### config.mk
export PLATFORM = sky130hd
export DESIGN_NAME = axi_master_bridge
export DESIGN_NICKNAME = d
export VERILOG_FILES = /design/src/rtl/axi_master_bridge.sv
export SDC_FILE = /design/constraint.sdc
export NUM_CORES = 1
export LEC_CHECK = 0
export CAP_MARGIN = 20
export CORE_MARGIN = 4
export CORE_UTILIZATION = 28
export CTS_BUF_LIST = sky130_fd_sc_hd__clkbuf_4 sky130_fd_sc_hd__clkbuf_8 sky130_fd_sc_hd__clkbuf_16
export DETAILED_ROUTE_END_ITERATION = 8
export GPL_TIMING_DRIVEN = 0
export PLACE_DENSITY = 0.6
export SYNTH_ARGS = -nofsm -noshare
export SYNTH_HDL_FRONTEND = slang
export SYNTH_SLANG_ARGS = --single-unit
### constraint.sdc
create_clock -name clk -period 2.16 [get_ports clk]
set_input_delay 0.432 -clock clk [delete_from_list [all_inputs] [get_ports clk]]
set_output_delay 0.432 -clock clk [all_outputs]
set_load 0.01 [all_outputs]
### src/rtl/axi_master_bridge.sv
// axi_master_bridge: turns the CPU's one-request-at-a-time memory port into single-beat AXI4 reads/writes.
// Optional macro AXI_MASTER_ERR_EN adds cpu_err, flagging a non-OKAY RRESP/BRESP on completion.
module axi_master_bridge #(
    parameter int ID_W   = 4,
    parameter int ADDR_W = 32,
    parameter int DATA_W = 32,
    parameter int MST_ID = 0,
    localparam int STRB_W = DATA_W / 8
) (
    input  logic              clk,
    input  logic              rst,
    input  logic              cpu_req,
    input  logic              cpu_we,
    input  logic [ADDR_W-1:0] cpu_addr,
    input  logic [DATA_W-1:0] cpu_wdata,
    input  logic [STRB_W-1:0] cpu_wstrb,
    output logic [DATA_W-1:0] cpu_rdata,
    output logic              cpu_done,
    output logic              cpu_busy,
    output logic [ID_W-1:0]   ARID,
    output logic [ADDR_W-1:0] ARADDR,
    output logic [3:0]        ARLEN,
    output logic [2:0]        ARSIZE,
    output logic [1:0]        ARBURST,
    output logic              ARVALID,
    input  logic              ARREADY,
    input  logic [ID_W-1:0]   RID,
    input  logic [DATA_W-1:0] RDATA,
    input  logic [1:0]        RRESP,
    input  logic              RLAST,
    input  logic              RVALID,
    output logic              RREADY,
    output logic [ID_W-1:0]   AWID,
    output logic [ADDR_W-1:0] AWADDR,
    output logic [3:0]        AWLEN,
    output logic [2:0]        AWSIZE,
    output logic [1:0]        AWBURST,
    output logic              AWVALID,
    input  logic              AWREADY,
    output logic [DATA_W-1:0] WDATA,
    output logic [STRB_W-1:0] WSTRB,
    output logic              WLAST,
    output logic              WVALID,
    input  logic              WREADY,
    input  logic [ID_W-1:0]   BID,
    input  logic [1:0]        BRESP,
    input  logic              BVALID,
    output logic              BREADY
`ifdef AXI_MASTER_ERR_EN
    ,
    output logic              cpu_err
`endif
);

    typedef enum logic [2:0] {
        S_IDLE  = 3'd0,
        S_RADDR = 3'd1,
        S_RDATA = 3'd2,
        S_WREQ  = 3'd3,
        S_WRESP = 3'd4
    } state_t;

    state_t            r_state, w_state_nxt;
    logic              r_arvalid, w_arvalid_nxt;
    logic              r_rready, w_rready_nxt;
    logic              r_awvalid, w_awvalid_nxt;
    logic              r_wvalid, w_wvalid_nxt;
    logic              r_bready, w_bready_nxt;
    logic              r_aw_ok, w_aw_ok_nxt;
    logic              r_w_ok, w_w_ok_nxt;
    logic              r_done, w_done_nxt;
    logic              w_accept, w_rd_cap, w_resp_err;
    logic              w_aw_hs, w_w_hs;
    logic [ADDR_W-1:0] r_addr;
    logic [DATA_W-1:0] r_wdata, r_rdata;
    logic [STRB_W-1:0] r_wstrb;

    assign w_aw_hs = r_awvalid && AWREADY;
    assign w_w_hs  = r_wvalid && WREADY;

    // Next-state and next-handshake-flag decode for the transaction sequencer
    always_comb begin
        w_state_nxt   = r_state;
        w_arvalid_nxt = r_arvalid;
        w_rready_nxt  = r_rready;
        w_awvalid_nxt = r_awvalid;
        w_wvalid_nxt  = r_wvalid;
        w_bready_nxt  = r_bready;
        w_aw_ok_nxt   = r_aw_ok;
        w_w_ok_nxt    = r_w_ok;
        w_done_nxt    = 1'b0;
        w_accept      = 1'b0;
        w_rd_cap      = 1'b0;
        w_resp_err    = 1'b0;
        case (r_state)
            S_IDLE: begin
                if (cpu_req && !r_done) begin
                    w_accept = 1'b1;
                    if (cpu_we) begin
                        w_state_nxt   = S_WREQ;
                        w_awvalid_nxt = 1'b1;
                        w_wvalid_nxt  = 1'b1;
                    end else begin
                        w_state_nxt   = S_RADDR;
                        w_arvalid_nxt = 1'b1;
                    end
                end else begin
                    w_state_nxt = S_IDLE;
                end
            end
            S_RADDR: begin
                if (r_arvalid && ARREADY) begin
                    w_arvalid_nxt = 1'b0;
                    w_rready_nxt  = 1'b1;
                    w_state_nxt   = S_RDATA;
                end else begin
                    w_state_nxt = S_RADDR;
                end
            end
            S_RDATA: begin
                // Non-last beats are drained and dropped; only the RLAST beat completes
                if (RVALID && r_rready && RLAST) begin
                    w_rd_cap     = 1'b1;
                    w_done_nxt   = 1'b1;
                    w_rready_nxt = 1'b0;
                    w_resp_err   = (RRESP != 2'b00);
                    w_state_nxt  = S_IDLE;
                end else begin
                    w_state_nxt = S_RDATA;
                end
            end
            S_WREQ: begin
                if ((r_aw_ok || w_aw_hs) && (r_w_ok || w_w_hs)) begin
                    w_awvalid_nxt = 1'b0;
                    w_wvalid_nxt  = 1'b0;
                    w_aw_ok_nxt   = 1'b0;
                    w_w_ok_nxt    = 1'b0;
                    w_bready_nxt  = 1'b1;
                    w_state_nxt   = S_WRESP;
                end else begin
                    w_awvalid_nxt = r_awvalid && !w_aw_hs;
                    w_wvalid_nxt  = r_wvalid && !w_w_hs;
                    w_aw_ok_nxt   = r_aw_ok || w_aw_hs;
                    w_w_ok_nxt    = r_w_ok || w_w_hs;
                end
            end
            S_WRESP: begin
                if (BVALID && r_bready) begin
                    w_bready_nxt = 1'b0;
                    w_done_nxt   = 1'b1;
                    w_resp_err   = (BRESP != 2'b00);
                    w_state_nxt  = S_IDLE;
                end else begin
                    w_state_nxt = S_WRESP;
                end
            end
            default: begin
                w_state_nxt   = S_IDLE;
                w_arvalid_nxt = 1'b0;
                w_rready_nxt  = 1'b0;
                w_awvalid_nxt = 1'b0;
                w_wvalid_nxt  = 1'b0;
                w_bready_nxt  = 1'b0;
                w_aw_ok_nxt   = 1'b0;
                w_w_ok_nxt    = 1'b0;
            end
        endcase
    end

    // Sequencer state, channel VALID/READY and completion pulse registers
    always_ff @(posedge clk or negedge rst) begin
        if (!rst) begin
            r_state   <= S_IDLE;
            r_arvalid <= 1'b0;
            r_rready  <= 1'b0;
            r_awvalid <= 1'b0;
            r_wvalid  <= 1'b0;
            r_bready  <= 1'b0;
            r_aw_ok   <= 1'b0;
            r_w_ok    <= 1'b0;
            r_done    <= 1'b0;
        end else begin
            r_state   <= w_state_nxt;
            r_arvalid <= w_arvalid_nxt;
            r_rready  <= w_rready_nxt;
            r_awvalid <= w_awvalid_nxt;
            r_wvalid  <= w_wvalid_nxt;
            r_bready  <= w_bready_nxt;
            r_aw_ok   <= w_aw_ok_nxt;
            r_w_ok    <= w_w_ok_nxt;
            r_done    <= w_done_nxt;
        end
    end

    // Request payload latched at accept keeps AXI address/data stable under backpressure
    always_ff @(posedge clk or negedge rst) begin
        if (!rst) begin
            r_addr  <= '0;
            r_wdata <= '0;
            r_wstrb <= '0;
            r_rdata <= '0;
        end else begin
            if (w_accept) begin
                r_addr  <= cpu_addr;
                r_wdata <= cpu_wdata;
                r_wstrb <= cpu_wstrb;
            end
            if (w_rd_cap) begin
                r_rdata <= RDATA;
            end
        end
    end

`ifdef AXI_MASTER_ERR_EN
    logic r_err;
    logic w_unused_id;

    // Error flag rises with cpu_done and is cleared by the next accepted request
    always_ff @(posedge clk or negedge rst) begin
        if (!rst) begin
            r_err <= 1'b0;
        end else if (w_accept) begin
            r_err <= 1'b0;
        end else if (w_done_nxt) begin
            r_err <= w_resp_err;
        end
    end

    assign cpu_err     = r_err;
    assign w_unused_id = ^{RID, BID};
`else
    logic w_unused_resp;
    assign w_unused_resp = ^{RID, BID, RRESP, BRESP, w_resp_err};
`endif

    assign cpu_rdata = r_rdata;
    assign cpu_done  = r_done;
    assign cpu_busy  = (r_state != S_IDLE);
    assign ARID      = ID_W'(MST_ID);
    assign ARADDR    = r_addr;
    assign ARLEN     = 4'd0;
    assign ARSIZE    = 3'b010;
    assign ARBURST   = 2'b01;
    assign ARVALID   = r_arvalid;
    assign RREADY    = r_rready;
    assign AWID      = ID_W'(MST_ID);
    assign AWADDR    = r_addr;
    assign AWLEN     = 4'd0;
    assign AWSIZE    = 3'b010;
    assign AWBURST   = 2'b01;
    assign AWVALID   = r_awvalid;
    assign WDATA     = r_wdata;
    assign WSTRB     = r_wstrb;
    assign WLAST     = 1'b1;
    assign WVALID    = r_wvalid;
    assign BREADY    = r_bready;

endmodule

Word level (Yosys, flattened, before mapping) --
Index checks and enable logic that the tools add are counted.
Cells by class: eq/ne operators 11, mux-type cells 33, bitwise gates (word level) 4, reduce and logical (&&, ||, !) cells 26
Operators by type and width (number):
- $mux W1 | 18
- $pmux W1 S3 | 5
- $pmux W3 S5 | 1
- $ne A2 B2 Y1 const B | 7
- $reduce_or A3 Y1 | 4
- $logic_and A1 B1 Y1 | 10
- $mux W3 | 3
- $reduce_and A3 Y1 | 3
- $eq A3 B2 Y1 const B | 2
- $mux W2 | 3
- $pmux W1 S2 | 3
- $not A1 Y1 | 4
- $reduce_and A4 Y1 | 1
- $reduce_or A4 Y1 | 1
- $eq A3 B1 Y1 const B | 1
- $eq A3 B3 Y1 const B | 1
- $logic_not A1 Y1 | 3
- $logic_not A3 Y1 | 1
- $reduce_bool A3 Y1 | 1
- $logic_or A1 B1 Y1 | 2
Storage, ports and cells: flip-flop bits (word level) 111, input bits 122, output and inout bits 166

Longest topological paths before layout --
Gate-level depths: netlist of run 1.
depth after elaboration 5, gate-level depth with buffers 6, gate-level depth less buffers 3

Worst setup path before layout of run 1 --
OpenSTA, ideal clock, no wires.
kind flip-flop to flip-flop, start register r_state[0], end register r_rdata[10] (netlist: cpu_rdata[10]), setup time 125 ps, data arrival time 1563 ps, data required time 2035 ps, setup slack 472 ps, cell stages (with the launch flop) 6, buffers on the path 3, cell sequence dfrtp_1 buf_2 or4_4 buf_6 buf_12 mux2_4
On the way: cells in the longest elaborated chain, start to end 2
Ends and longest elaborated chain:
- start: declaration | line 63 | state_t r_state, w_state_nxt;
- start signal: assignment | line 183 | r_state <= w_state_nxt;
- $eq A3 B2 Y1 | line 95 | case (r_state)
- $mux W1 | line 95
- end signal: assignment | line 201 | r_rdata <= '0;
- end signal: assignment | line 209 | r_rdata <= RDATA;
- end: declaration | line 75 | logic [DATA_W-1:0] r_wdata, r_rdata;
No other way between the ends. A chain may end at the register's enable or synchronous reset.

Final worst setup path of run 1 --
start register r_state[0], end output port cpu_busy
On the way: cells in the longest elaborated chain, start to end 1
Ends and longest elaborated chain:
- $reduce_bool A3 Y1 | line 238 | assign cpu_busy = (r_state != S_IDLE);
- end: declaration | line 19 | output logic cpu_busy,
No other way between the ends.

==> results of run 1 <==
[layer usage]
metal | share of wire | GRT usage | vias up
li1 | - | - | 1642
met1 | 0.37 | 0.157 | 1731
met2 | 0.55 | 0.255 | 141
met3 | 0.054 | 0.0280 | 25
met4 | 0.027 | 0.0561 | 0
met5 | 0 | 0 | -
[timing repair]
action,in CTS,in global routing
gates resized for setup,0,2
endpoints found under the setup margin,0,1
hold endpoints to repair,0,0
[final timing paths]
check	to	slack (ns)	cells after the start
hold reg to reg	WDATA[25]	0.50	1
min in group clk	WDATA[25]	0.50	1
hold / removal	cpu_rdata[2]	0.02	1
max in group asynchronous	WDATA[10]	1.48	2
setup reg to reg	cpu_rdata[22]	0.37	5
setup / recovery	cpu_busy	0.17	4
[cells in the final DEF (no fill, tap or decap), types with 3 or more instances in the layout]
cell,n
clkdlybuf4s50_1,247
dfrtp_1,111
mux2_2,70
buf_4,59
mux2_4,30
conb_1,27
clkbuf_16,9
buf_2,8
nand3_1,5
a21oi_1,4
o21ai_0,4
buf_6,3
nand2_1,3
buf_12,3
o311ai_0,3
[final cells by class]
cell class	count	area [um2]
Inverter	3	13.8
Tap cell	225	282
Timing Repair Buffer	249	2510
Clock buffer	9	225
Sequential cell	111	2780
Multi-Input combinational cell	173	1650
Buffer	73	569
Clock inverter	7	57.6
Fill cell	1580	9160
[cell families after synthesis]
family,count (synthesis)
buffers and inverters,76
other,2
AO/OA/AOI/OAI,19
adder cells (fa/ha/maj),1
flip-flops,111
AND/OR/NAND/NOR,26
multiplexers,100
[cells in the mapped netlist, types with 3 or more instances]
master | number | area share
buf_2 | 8 | 0.0082
nand3_1 | 5 | 0.0051
o311ai_0 | 3 | 0.0054
a21oi_1 | 4 | 0.0041
o21ai_0 | 4 | 0.0041
buf_12 | 3 | 0.012
mux2_2 | 70 | 0.16
dfrtp_1 | 111 | 0.57
buf_4 | 59 | 0.090
nand2_1 | 3 | 0.0023
nor2_1 | 3 | 0.0023
mux2_4 | 30 | 0.092
[sequential cells by signal (all words and copies together) (netlist names)]
| name | flops |
|---|---|
| ARADDR | 32 |
| WDATA | 32 |
| cpu_rdata | 32 |
| WSTRB | 4 |
| r_state | 3 |
| ARVALID | 1 |
| AWVALID | 1 |
| BREADY | 1 |
| RREADY | 1 |
| WVALID | 1 |
| cpu_done | 1 |
| r_aw_ok | 1 |
| r_w_ok | 1 |
[stage by stage]
stage / TNS [ns] / hold WS [ns]
6_report: 0 / 0.0203
5_1_grt: 0 / 0.0526
4_1_cts: 0 / 0.0379
3_5_place_dp: -2.23 / 0.429
3_3_place_gp: -411.86 / 0.489
2_1_floorplan: 0 / 0.136
[power breakdown]
group          leakage, nW  internal, mW  total (mW)  switching (mW)
sequential            1.35          3.10        3.74           0.635
combinational         2.13          3.92        6.02            2.10
clock                0.134         0.798        1.59           0.794
==> impl_metrics.py, run 1 <==
metrics = {
    "cts": {
        "clk_pin_slew_worst_paths_ns": 0.08,
        "post-cts-setup-buffers": 0,
        "h-tree-depth": 3,
        "numCtsBuffers": 9,
        "clock_latency_ns": 0.35,
        "cts_tree": "built",
        "clockRootBuffer": "clkbuf_16",
        "clockBufferDepth": 2,
        "clock-sinks": 111,
        "ctsHoldBuffers": 0,
    },
    "drt": {
        "drt_wl_total_um": 13500,
        "vias": 3539,
        "drt_first_pass_iters": 4,
        "viasPerCell": 4.16,
        "wire_per_inst_um": 15.8,
        "ant_nets": 0,
        "drc": 0,
        "drt-initial-drc-count": 95,
    },
    "setup_path": {
        "timing.rr.start": "r_state[0]",
        "crit_family": "buffers and inverters",
        "crit_path_end_kind": "output port",
        "path_buf_inv": 2,
        "cp_max_fo": 10,
        "cpPeakStageDelay_ns": 0.47,
        "crit_chain": "buf_2 > nor2_4 > nand2_1 > clkdlybuf4s50_1",
        "cp_data_required_time_ns": 1.73,
        "worstSetupStartpointType": "flip-flop",
        "crit_type": "reg2out",
        "critPathSlowestCell": "clkdlybuf4s50_1",
        "cp_data_arrival_time_ns": 1.56,
        "crit_path_start": "r_state[0]",
    },
    "pwr": {
        "ir_drop_uv": 538,
        "total_power_mw": 11.4,
        "pwr_density_cell_mw_per_mm2": 1410,
        "p_leak_nw": 3.62,
    },
    "min_path": {
        "hp-class": "in2async",
    },
    "grt": {
        "antenna_found_initial": 0,
        "grt_remaining_overflow": 0,
        "grt_pass1_vias": 3851,
        "grt_max_degree": 59,
        "grt_use_total": 0.139,
        "grt_pass1_wl_um": 21600,
    },
    "synthesis": {
        "synth_edf_count": 0,
        "synthCells": 335,
        "synth_top_family_by_area": "multiplexers",
        "yosys.area_share.simple": 0.0316,
        "muxShareOfSynthArea": 0.253,
        "synthAdderAreaFrac": 0.00204,
        "synthDistinctLibCells": 36,
        "synth_compound_area_frac": 0.0270,
        "ys_seq_elements": 111,
        "synthXorXnorAreaFrac": 0,
        "synth_area_mm2": 0.00490,
        "ys_warn_count": 0,
        "async_flop_share": 1.00,
        "ys_seq_area_frac": 0.566,
        "synth_ff_type": "dfrtp_1",
        "syn_avg_cell_area_um2": 14.6,
    },
    "die": {
        "fp.dieH_um": 140,
        "start_util": 0.285,
        "num_rows": 48,
        "core_area_mm2": 0.0172,
        "die_area_mm2": 0.0197,
        "boundaryPins": 288,
        "die_x_um": 140,
    },
    "cells_and_area": {
        "fin_cells": 850,
        "final_area_mm2": 0.00808,
        "num_antenna_cells": 0,
        "final_util": 0.469,
        "final_layout_size_suffix_gt1_frac": 0.310,
        "syn2layout_area_growth_pct": 64.8,
        "nets": 742,
    },
    "sta": {
        "setup_ws_ns": 0.171,
        "min_period_over_period": 0.921,
        "finalCriticalPeriod_ns": 1.99,
        "rsz0062_at_grt": "false",
        "fmax_ghz": 0.503,
        "drv_slew": 0,
        "finClkSkew_ns": 0.00725,
        "max_slew_margin": 0.650,
        "setup-violations-final": 0,
        "hold_violations": 0,
        "worst_pin_slew_ns": 0.525,
    },
    "place": {
        "dp_hpwl_um": 10600,
        "dpl_cell_area_mm2": 0.00779,
        "port_buffers": 248,
        "dp.cells": 834,
        "place_congestion": 0.779,
        "dpl_worst_slack_ns": -0.0793,
    },
    "run": {
        "drv_cap": 0,
    },
    "run_status": {
        "run_status": "finished clean",
    },
}
Power figures use the tool's default switching activity.
==> run 2: changes to the inputs <==
--- a/config.mk
+++ b/config.mk
@@ -9,9 +9,11 @@
 export CORE_MARGIN = 4
 export CORE_UTILIZATION = 28
 export CTS_BUF_LIST = sky130_fd_sc_hd__clkbuf_4 sky130_fd_sc_hd__clkbuf_8 sky130_fd_sc_hd__clkbuf_16
+export CTS_CLUSTER_DIAMETER = 200
 export DETAILED_ROUTE_END_ITERATION = 8
 export GPL_TIMING_DRIVEN = 0
 export PLACE_DENSITY = 0.6
+export SLEW_MARGIN = 20
 export SYNTH_ARGS = -nofsm -noshare
 export SYNTH_HDL_FRONTEND = slang
 export SYNTH_SLANG_ARGS = --single-unit
==> results of run 2 <==
Final layout, timing and power as in run 1 (identical DEF).
==> run 3: changes to the inputs <==
--- a/config.mk
+++ b/config.mk
@@ -12,7 +12,7 @@
 export CTS_CLUSTER_DIAMETER = 200
 export DETAILED_ROUTE_END_ITERATION = 8
 export GPL_TIMING_DRIVEN = 0
-export PLACE_DENSITY = 0.6
+export PLACE_DENSITY = 0.62
 export SLEW_MARGIN = 20
 export SYNTH_ARGS = -nofsm -noshare
 export SYNTH_HDL_FRONTEND = slang
==> constraint.sdc (replaced) <==
create_clock -name clk -period 1.71 [get_ports clk]
set_input_delay 0.342 -clock clk [delete_from_list [all_inputs] [get_ports clk]]
set_output_delay 0.342 -clock clk [all_outputs]
set_load 0.01 [all_outputs]
==> impl_metrics.py, run 3 (synthesized netlist as in run 1, its figures left out) <==
metrics = {
    "pwr": {
        "pwr-share-comb": 0.512,
        "p_switching_mw": 4.45,
        "ir_drop_uv": 738,
        "pwr-share-clk": 0.161,
        "seq_power_share": 0.328,
        "p_int_mw": 10.2,
        "pwr_density_cell_mw_per_mm2": 1760,
        "p_leak_nw": 3.87,
        "p_sw_frac": 0.304,
    },
    "place": {
        "port_buffers": 248,
        "dpl_worst_slack_ns": -0.445,
        "dp_hpwl_um": 10500,
        "dpl_cell_area_mm2": 0.00779,
        "place_congestion": 0.810,
    },
    "cells_and_area": {
        "layout_commonest_cell": "clkdlybuf4s50_1",
        "syn2layout_area_growth_pct": 69.7,
        "final_layout_size_suffix_gt1_frac": 0.333,
        "most-common-layout-cells": "clkdlybuf4s50_1 (211), dfrtp_1 (108), buf_4 (71)",
        "fillers": 1516,
        "final_area_mm2": 0.00832,
        "nets": 757,
        "num_antenna_cells": 0,
    },
    "drt": {
        "ant_nets": 0,
        "drc": 0,
        "vias": 3614,
        "drt-initial-drc-count": 82,
        "drt_first_pass_iters": 4,
        "viasPerCell": 4.18,
        "drt_wl_total_um": 13600,
        "wire_per_inst_um": 15.7,
    },
    "die": {
        "start_util": 0.285,
        "die_area_mm2": 0.0197,
        "core_area_mm2": 0.0172,
        "num_rows": 48,
        "die_x_um": 140,
        "fp.dieH_um": 140,
        "boundaryPins": 288,
    },
    "setup_path": {
        "crit_path_end_kind": "flip-flop",
        "r2r_cells": 4,
        "worstSetupStartpointType": "input pin",
        "crit_type": "in2reg",
        "cp_data_arrival_time_ns": 1.98,
        "crit_path_start": "RLAST",
        "timing.rr.start": "r_state[2]",
        "ff2ff_setup_slack_ns": -0.02,
        "cp_max_fo": 7,
        "reg2reg_to": "cpu_rdata[12]",
        "cp_data_required_time_ns": 1.94,
    },
    "sta": {
        "rsz0062_at_grt": "true",
        "fmax_ghz": 0.573,
        "finClkSkew_ns": 0.00697,
        "drv_slew": 0,
        "setup_ws_ns": -0.0365,
        "setup-violations-final": 29,
        "hold_violations": 0,
        "min_period_over_period": 1.02,
        "tns_ns": -0.462,
        "finalCriticalPeriod_ns": 1.75,
    },
    "cts": {
        "cts_tree": "built",
        "clock_latency_ns": 0.35,
        "clk_pin_slew_worst_paths_ns": 0.07,
        "clockRootBuffer": "clkbuf_16",
        "h-tree-depth": 3,
        "clock-sinks": 111,
        "clockBufferDepth": 2,
        "numCtsBuffers": 9,
    },
    "grt": {
        "antenna_found_initial": 0,
        "grt_max_degree": 81,
        "grt_pass1_vias": 3713,
        "grt_pass1_wl_um": 20500,
        "grt_remaining_overflow": 0,
        "grt_use_total": 0.133,
    },
    "run_status": {
        "violations": "negative setup slack",
        "run_status": "finished, violations left",
    },
    "run": {
        "drv_cap": 0,
    },
    "min_path": {
        "hp-class": "in2async",
    },
}
-- run 3: cell count changes in the layout (fill, tap and decap cells not counted), sizes merged, moves of 2 or more --
cell / previous run / this run
buf: 74 / 85
bufinv: 0 / 2
clkbuf: 10 / 15
clkdlybuf4s50: 247 / 211
clkinv: 3 / 1
dlygate4sd2: 0 / 29
dlymetal6s2s: 0 / 6
inv: 5 / 3
-- run 3: area by class of cell --
type,count,area (um2),share of cell area
sequential,111,2780,0.334
timing repair buffer,266,2690,0.324
multi-input combinational,173,1660,0.199
buffer,71,553,0.0664
tap,225,282,0.0338
clock buffer,12,267,0.0320
clock inverter,4,76.3,0.00917
inverter,3,16.3,0.00195
-- run 3: per-layer routing --
| metal | share of wire | track usage |
|---|---|---|
| met2 | 0.53 | 0.234 |
| met3 | 0.059 | 0.0266 |
| met5 | 0 | 0 |
| met1 | 0.38 | 0.151 |
| met4 | 0.031 | 0.0688 |
-- run 3: timing repair --
| action | in CTS | in global routing |
|---|---|---|
| pin swaps | 1 | 1 |
| hold buffers | 1 | 0 |
| setup buffers | 10 | 3 |
| endpoints found under the hold margin | 31 | 0 |
| resized for setup | 38 | 9 |
| cloned | 1 | 2 |
| endpoints found under the setup margin | 131 | 40 |
-- run 3: stage by stage --
stage,total power [mW],utilization,cells,hold slack (ns)
finish,14.6,0.483,865,0.447
global route,15.5,0.483,865,0.467
CTS,14.8,0.478,861,0.449
detailed placement,12.5,0.452,834,0.253
global placement,12.3,0.450,833,0.487
floorplan,8.23,-,360,0.0464
-- run 3: critical path, cell delays in order --
cell and delay (ns):
clkdlybuf4s50_1 0.48, nand3_2 0.09, or4_4 0.45, buf_12 0.17, clkbuf_16 0.15, mux2_4 0.29
-- run 3: worst max-delay path by stage --
stage / slack [ns] / endpoint
final: -0.04 / cpu_rdata[12]
after global routing: -0.04 / cpu_rdata[15]
after CTS: -0.04 / cpu_rdata[14]
after detailed placement: -0.45 / cpu_rdata[15]
after global placement: -4.05 / cpu_rdata[7]
after floorplan: 0.02 / cpu_rdata[10]
-- run 3: power by group through the flow --
stage	Clock (mW)	Combinational [mW]	Sequential, mW
2_1_floorplan	0	2.97	5.26
3_3_place_gp	0	7.57	4.75
3_5_place_dp	0	7.67	4.82
4_1_cts	2.45	7.60	4.80
5_1_grt	2.55	7.95	4.96
6_report	2.35	7.48	4.79
